--- src/rtl/mailbox_poller_if.sv ---
// Bus bundle for mailbox_poller: Avalon-MM read port toward the mailbox
// and the valid/ready word stream toward the consumer.
interface mailbox_poller_if;
  logic [4:0]  avm_address;
  logic        avm_read;
  logic [31:0] avm_readdata;
  logic        out_valid;
  logic        out_ready;
  logic [31:0] out_data;
  logic [3:0]  out_slot;

  modport master (
    output avm_address,
    output avm_read,
    input  avm_readdata,
    output out_valid,
    input  out_ready,
    output out_data,
    output out_slot
  );

  modport slave (
    input  avm_address,
    input  avm_read,
    output avm_readdata,
    input  out_valid,
    output out_ready,
    input  out_data,
    input  out_slot
  );
endinterface

--- src/rtl/mailbox_poller.sv ---
// Round-robin scanner of mailbox fresh flags; each fresh slot's word is read
// (clearing the flag) and presented on a valid/ready stream tagged with its slot.
module mailbox_poller #(
  parameter int NUM_SLOTS = 4,
  parameter int POLL_GAP  = 8
) (
  input  logic             clk,
  input  logic             reset,
  input  logic             enable,
  mailbox_poller_if.master bus,
  output logic [15:0]      words_count
);

  typedef enum logic [1:0] {
    ST_GAP   = 2'd0,
    ST_POLL  = 2'd1,
    ST_FETCH = 2'd2,
    ST_OUT   = 2'd3
  } state_t;

  localparam logic [3:0]  LAST_SLOT = 4'(NUM_SLOTS - 1);
  localparam logic [15:0] GAP_LOAD  = 16'(POLL_GAP);

  state_t      state_q, state_d;
  logic [15:0] gap_q, gap_d;
  logic [3:0]  slot_q, slot_d;
  logic [31:0] data_q, data_d;
  logic [3:0]  oslot_q, oslot_d;
  logic [15:0] count_q, count_d;

  state_t      adv_state;
  logic [3:0]  adv_slot;
  logic [15:0] adv_gap;

  // Moving past a slot, whether it was empty or just delivered.
  always_comb begin
    adv_state = ST_POLL;
    adv_slot  = slot_q + 4'd1;
    adv_gap   = gap_q;
    if (slot_q == LAST_SLOT) begin
      adv_slot  = 4'd0;
      adv_state = ST_GAP;
      adv_gap   = GAP_LOAD;
    end else if (!enable) begin
      adv_state = ST_GAP;
      adv_gap   = GAP_LOAD;
    end
  end

  always_comb begin
    state_d         = state_q;
    gap_d           = gap_q;
    slot_d          = slot_q;
    data_d          = data_q;
    oslot_d         = oslot_q;
    count_d         = count_q;
    bus.avm_read    = 1'b0;
    bus.avm_address = 5'd0;
    bus.out_valid   = 1'b0;

    unique case (state_q)
      ST_GAP: begin
        // The counter holds the idle cycles still owed, this one included.
        gap_d = (gap_q == 16'd0) ? 16'd0 : gap_q - 16'd1;
        if ((gap_q <= 16'd1) && enable) begin
          state_d = ST_POLL;
        end
      end

      ST_POLL: begin
        bus.avm_read    = 1'b1;
        bus.avm_address = {1'b1, slot_q};
        if (bus.avm_readdata[0]) begin
          state_d = ST_FETCH;
        end else begin
          state_d = adv_state;
          slot_d  = adv_slot;
          gap_d   = adv_gap;
        end
      end

      ST_FETCH: begin
        bus.avm_read    = 1'b1;
        bus.avm_address = {1'b0, slot_q};
        data_d          = bus.avm_readdata;
        oslot_d         = slot_q;
        state_d         = ST_OUT;
      end

      ST_OUT: begin
        bus.out_valid = 1'b1;
        if (bus.out_ready) begin
          count_d = count_q + 16'd1;
          state_d = adv_state;
          slot_d  = adv_slot;
          gap_d   = adv_gap;
        end
      end

      default: begin
        state_d = ST_GAP;
        gap_d   = GAP_LOAD;
      end
    endcase
  end

  always_ff @(posedge clk) begin
    if (reset) begin
      state_q <= ST_GAP;
      gap_q   <= GAP_LOAD;
      slot_q  <= 4'd0;
      data_q  <= 32'd0;
      oslot_q <= 4'd0;
      count_q <= 16'd0;
    end else begin
      state_q <= state_d;
      gap_q   <= gap_d;
      slot_q  <= slot_d;
      data_q  <= data_d;
      oslot_q <= oslot_d;
      count_q <= count_d;
    end
  end

  assign bus.out_data = data_q;
  assign bus.out_slot = oslot_q;
  assign words_count  = count_q;

endmodule
--- src/flat_wrapper.sv ---
// flat-port wrapper written by rule: the top's interface ports become plain ports
module mailbox_poller_flat 
#(
  parameter int NUM_SLOTS = 4,
  parameter int POLL_GAP  = 8
)
  (clk, reset, enable, words_count, bus_avm_address, bus_avm_read, bus_avm_readdata, bus_out_valid, bus_out_ready, bus_out_data, bus_out_slot);
  mailbox_poller_if bus_i ();
  input  logic clk;
  input  logic reset;
  input  logic enable;
  output logic [15:0] words_count;
  output wire logic [$bits(bus_i.avm_address)-1:0] bus_avm_address;
  output wire logic [$bits(bus_i.avm_read)-1:0] bus_avm_read;
  input wire logic [$bits(bus_i.avm_readdata)-1:0] bus_avm_readdata;
  output wire logic [$bits(bus_i.out_valid)-1:0] bus_out_valid;
  input wire logic [$bits(bus_i.out_ready)-1:0] bus_out_ready;
  output wire logic [$bits(bus_i.out_data)-1:0] bus_out_data;
  output wire logic [$bits(bus_i.out_slot)-1:0] bus_out_slot;
  assign bus_avm_address = bus_i.avm_address;
  assign bus_avm_read = bus_i.avm_read;
  assign bus_i.avm_readdata = bus_avm_readdata;
  assign bus_out_valid = bus_i.out_valid;
  assign bus_i.out_ready = bus_out_ready;
  assign bus_out_data = bus_i.out_data;
  assign bus_out_slot = bus_i.out_slot;
  mailbox_poller #(.NUM_SLOTS(NUM_SLOTS), .POLL_GAP(POLL_GAP)) u_core (.clk(clk), .reset(reset), .enable(enable), .bus(bus_i), .words_count(words_count));
endmodule
--- config.mk ---
export PLATFORM = sky130hd
export DESIGN_NAME = mailbox_poller_flat
export DESIGN_NICKNAME = d
export VERILOG_FILES = /design/src/rtl/mailbox_poller_if.sv /design/src/rtl/mailbox_poller.sv /design/src/flat_wrapper.sv
export SDC_FILE = /design/constraint.sdc
export NUM_CORES = 1
export LEC_CHECK = 0
export ABC_AREA = 1
export BUFFER_PORTS_ARGS = -buffer_cell sky130_fd_sc_hd__buf_2
export CORE_MARGIN = 8
export CORE_UTILIZATION = 40
export CTS_CLUSTER_SIZE = 8
export DETAILED_ROUTE_END_ITERATION = 6
export GPL_TIMING_DRIVEN = 0
export SYNTH_ARGS = -nofsm -noshare
export SYNTH_HDL_FRONTEND = slang
export SYNTH_SLANG_ARGS = --single-unit
export TNS_END_PERCENT = 5
--- constraint.sdc ---
create_clock -name clk -period 2 [get_ports clk]
set_clock_uncertainty 0.05 [all_clocks]
set_input_delay 0.1 -clock clk [delete_from_list [all_inputs] [get_ports clk]]
set_output_delay 0.1 -clock clk [all_outputs]
set_load 0.01 [all_outputs]
==> Flow_metrics.wiki <==
{| class="wikitable"
! Metric !! Value
|-
| Overall track demand over capacity in global routing || 0.167
|-
| Hold Path Cell Cnt || 3
|-
| Ys async rst share || 0
|-
| Total CTS buffers || 9
|-
| Mean cell area of the mapped netlist || 7.13 sq um
|-
| Main combinational cell family by area after synthesis || simple AND/OR/NAND/NOR gates
|-
| Clk Latency, worst-skew pair || ~0.35 ns
|-
| Post-synthesis xor/xnor area fraction || 0.0158
|-
| Post-Layout Inst Area || 0.00443 sq mm
|-
| Number of remaining DRC errors || 0
|-
| Total setup violations reported at the end of the flow || 0
|-
| Minimum setup slack among reg-to-reg paths || 0.14 ns
|-
| Number of cells on the worst reg-to-reg path || 10
|-
| Number of warnings issued by yosys || 0
|-
| Area growth syn-to-layout || 33.3%
|-
| Synth Area in Adders || 0.0339
|-
| Synthesized Nets || 511
|-
| Unrepaired setup endpoints after global routing || true
|-
| CP dominant cell by count || sky130_fd_sc_hd__nand2_2
|-
| Core Rows || 33
|-
| Type of the worst min-delay path || in -> reg
|-
| Start-to-end type of the worst setup path || reg -> reg
|-
| Slowest stage cell on the critical path || sky130_fd_sc_hd__dfxtp_1
|-
| Leak pwr || 2.14 nW
|-
| Setup WS post-layout || ~0.14 ns
|-
| GPL Wtd Cong || 0.797
|-
| Clock Tree Buf Depth || 2
|-
| Combinational cell fraction of total power || 0.384
|-
| Data arrival time of the worst path || just over 2 ns
|-
| Proportion of synthesized chip area in sequential cells || 0.446
|-
| Worst-case vdd ir drop || approximately 0.46 mV
|-
| Transition time at the pin with the least slew margin || 0.562 ns
|-
| Number of sinks handled by clock tree synthesis || 74
|-
| Clock root cell || sky130_fd_sc_hd__clkbuf_8
|-
| Final period util || 0.929
|-
| Synthesized-area fraction occupied by ao, oa, aoi and oai cells || 0.123
|-
| Leading post-synthesis cells by cell area || sky130_fd_sc_hd__dfxtp_1, sky130_fd_sc_hd__nor2_1, sky130_fd_sc_hd__nand2_1, sky130_fd_sc_hd__o21ai_0, sky130_fd_sc_hd__inv_1
|-
| Width of the die || about 110 um
|-
| Fin nets || ~650
|-
| Number of enable-type register cells in the synthesized netlist || 0
|-
| Cells traversed along the worst timing path || inv_1 -> ha_1 -> nor2_2 -> inv_1 -> nand3_2 -> nand2_2 -> inv_2 -> nand2_2 -> nand2_2 -> nor2_1
|-
| Area fraction in and, or, nand and nor cells after synthesis || 0.309
|-
| Routed wirelength normalized by instance count || 12.9 um
|-
| Cell variety after synth || 30
|-
| Area leader, netlist || sky130_fd_sc_hd__dfxtp_1
|-
| Final hold violation count || 0
|-
| Depth of the CTS H-tree || 3
|-
| Data required time of the critical path || 2.19 ns
|-
| Area of the die || 0.0115 sq mm
|-
| HPWL after DPL || around 6600 um
|-
| Proportion of netlist area held by the largest area contributor || 0.446
|-
| Starting density of the core || 0.408
|-
| N_diodes || 0
|-
| Post-Route WL || 9180 um
|-
| Core Area || 0.00813 sq mm
|-
| Iteration-0 DRC Markers || 115
|-
| Via count of the first global-routing pass || 3413
|-
| Result of the run || finished clean
|-
| Hold path startpoint || bus_out_ready
|-
| R2R Path End || u_core.gap_q[2]
|-
| Buffers inserted by post-CTS timing repair || 0
|-
| End point of the most critical hold path || u_core.words_count[0]
|-
| Multiplexer fraction of the synthesized cell area || 0
|-
| Clock group share of total power || 0.225
|-
| Critical path capture point type || flip-flop
|-
| Power per standard cell area || 1070 mW/mm^2
|-
| Maximum number of pins on one net before global-route repair || 14
|-
| Internal Pwr Total || 2.85 mW
|-
| Clock transition at the register clock pins on the worst setup and hold paths after CTS || 0.09 ns
|-
| Ratio of cells with drive above 1 in the final layout || 0.215
|-
| Die Span Y || around 110 um
|-
| #FFs+latches synth || 74
|-
| Switching fraction of total power || 0.400
|-
| Pre-CTS WS || ~0.025 ns
|-
| Post-route antenna net violation count || 0
|-
| Sw Pwr || 1.90 mW
|-
| Total placed instance area || roughly 0.0039 sq mm
|-
| Placed cell count || 664
|-
| Most frequently used flop master after synthesis || sky130_fd_sc_hd__dfxtp_1
|-
| Number of instances in the synthesized netlist || 466
|-
| Synthesized cell area || roughly 0.0033 sq mm
|-
| Global-route wire length before repair || roughly 16000 um
|-
| Quantity of I/O buffers inserted on ports || 93
|-
| Number of non-filler instances in the completed layout || 711
|-
| Maximum achievable frequency || 538 MHz
|-
| Total via count after detailed routing || roughly 3400
|-
| Vias per std cell || around 4.8
|-
| Min Clock Period, post-route || 1.86 ns
|-
| Register share of total power || 0.391
|-
| Category of the worst setup path launch point || flip-flop
|-
| Most common cell in the netlist || sky130_fd_sc_hd__nor2_1
|-
| Post-synth top cells || sky130_fd_sc_hd__nor2_1, sky130_fd_sc_hd__dfxtp_1, sky130_fd_sc_hd__nand2_1, sky130_fd_sc_hd__inv_1, sky130_fd_sc_hd__o21ai_0
|-
| Final Max Slew Viols || 0
|-
| Headroom to the max-slew limit || 0.625
|-
| Maximum fanout encountered on the critical timing path || 7
|-
| Global-route congestion overflow total || 0
|-
| Delay of the slowest cell on the worst path || 0.38 ns
|-
| Reported max-cap violation count || 0
|-
| Initial antenna violation count || 0
|-
| Number of top-level design ports || 95
|-
| Number of detailed-route iterations in the first pass || 4
|-
| Clock tree from TritonCTS || built
|}
cell usage in the layout (no fill, tap or decap), types with 2 or more instances in the layout:
master,count
sky130_fd_sc_hd__ha_1,7
sky130_fd_sc_hd__nor2_1,119
sky130_fd_sc_hd__ha_2,2
sky130_fd_sc_hd__xor2_1,5
sky130_fd_sc_hd__nand2_2,7
sky130_fd_sc_hd__dfxtp_1,74
sky130_fd_sc_hd__clkbuf_1,15
sky130_fd_sc_hd__nor2_4,4
sky130_fd_sc_hd__clkinvlp_4,2
sky130_fd_sc_hd__o211ai_1,2
sky130_fd_sc_hd__nand3_1,18
sky130_fd_sc_hd__buf_2,93
sky130_fd_sc_hd__dlygate4sd3_1,32
sky130_fd_sc_hd__clkbuf_8,10
sky130_fd_sc_hd__o21a_1,4
sky130_fd_sc_hd__o21ai_0,44
sky130_fd_sc_hd__nand4_1,6
sky130_fd_sc_hd__inv_1,44
sky130_fd_sc_hd__a21oi_1,25
sky130_fd_sc_hd__nand2_1,65
sky130_fd_sc_hd__nor2_2,3
sky130_fd_sc_hd__nor3_1,9
final cells by class:
class                      count  area (sq um)
buffer                        15          63.8
sequential                    74          1480
multi-input combinational    330          1610
tap                          105           131
inverter                      46           173
clock inverter                 5          37.5
timing repair buffer         125           786
fill                         795          3710
clock buffer                  11           141
per-stage QoR:
stage                     utilization  hold WS (ns)  total power, mW  setup TNS (ns)
after global routing            0.544        0.0944             5.17         -0.0536
after CTS                       0.543        0.0678             4.79               0
after global placement          0.482         0.272             3.63               0
final                           0.544        0.0776             4.75               0
after floorplan                     -         0.185             3.18               0
after detailed placement        0.482         0.278             3.65               0
power groups by stage:
stage               registers (mW)  clock network [mW]  logic [mW]
floorplan                     1.90                   0        1.28
global placement              1.89                   0        1.74
detailed placement            1.89                   0        1.76
CTS                           1.86                1.11        1.82
global route                  1.89                1.16        2.12
finish                        1.86                1.07        1.82
kinds of logic (layout without fill, tap and decap cells):
logic type | Yosys count | after routing
AOI/OAI and AO/OA | 78 | 78
xor gates and xnor gates | 6 | 6
and+or+nand+nor | 237 | 237
adders and majority gates | 9 | 9
DFF | 74 | 74
buffers and inverters | 62 | 202
per-layer routing:
metal	global-route usage	wire [um]	up-vias
met5	0	0	-
met4	0.0784	195	0
met3	0.0594	814	17
met2	0.263	4090	101
met1	0.198	4080	1524
li1	-	-	1753
worst max-delay path: cells and delay by family, from the launching register on:
| kind | cells | cell delay (ns) |
|---|---|---|
| and+or+nand+nor | 6 | 0.73 |
| DFF | 1 | 0.38 |
| buffers and inverters | 3 | 0.33 |
| adders and majority gates | 1 | 0.25 |
registers in the layout, indices dropped and copies added (netlist names), named ones only:
register             flops
u_core.gap_q            16
u_core.bus.out_data     32
u_core.bus.out_slot      4
u_core.words_count      16
u_core.slot_q            4
u_core.state_q           1
how the worst max path moves through the flow:
| stage | cells after the start | to | slack (ns) |
|---|---|---|---|
| 5_1_grt | 10 | u_core.gap_q[2] | -0.02 |
| 6_report | 10 | u_core.gap_q[2] | 0.14 |
| 4_1_cts | 6 | bus_avm_address[1] | 0.01 |
| 3_5_place_dp | 9 | u_core.gap_q[4] | 0.03 |
| 3_3_place_gp | 9 | u_core.gap_q[11] | 0.009 |
| 2_1_floorplan | 9 | u_core.gap_q[2] | 0.33 |
repair_timing:
item                                    4_1_cts  5_1_grt
hold buffers                                 32        0
endpoints found under the setup margin        1       23
gates cloned                                  0        0
resized for setup                             1        4
endpoints found under the hold margin        32        0
Note: power is estimated with default switching activity, not from simulation.
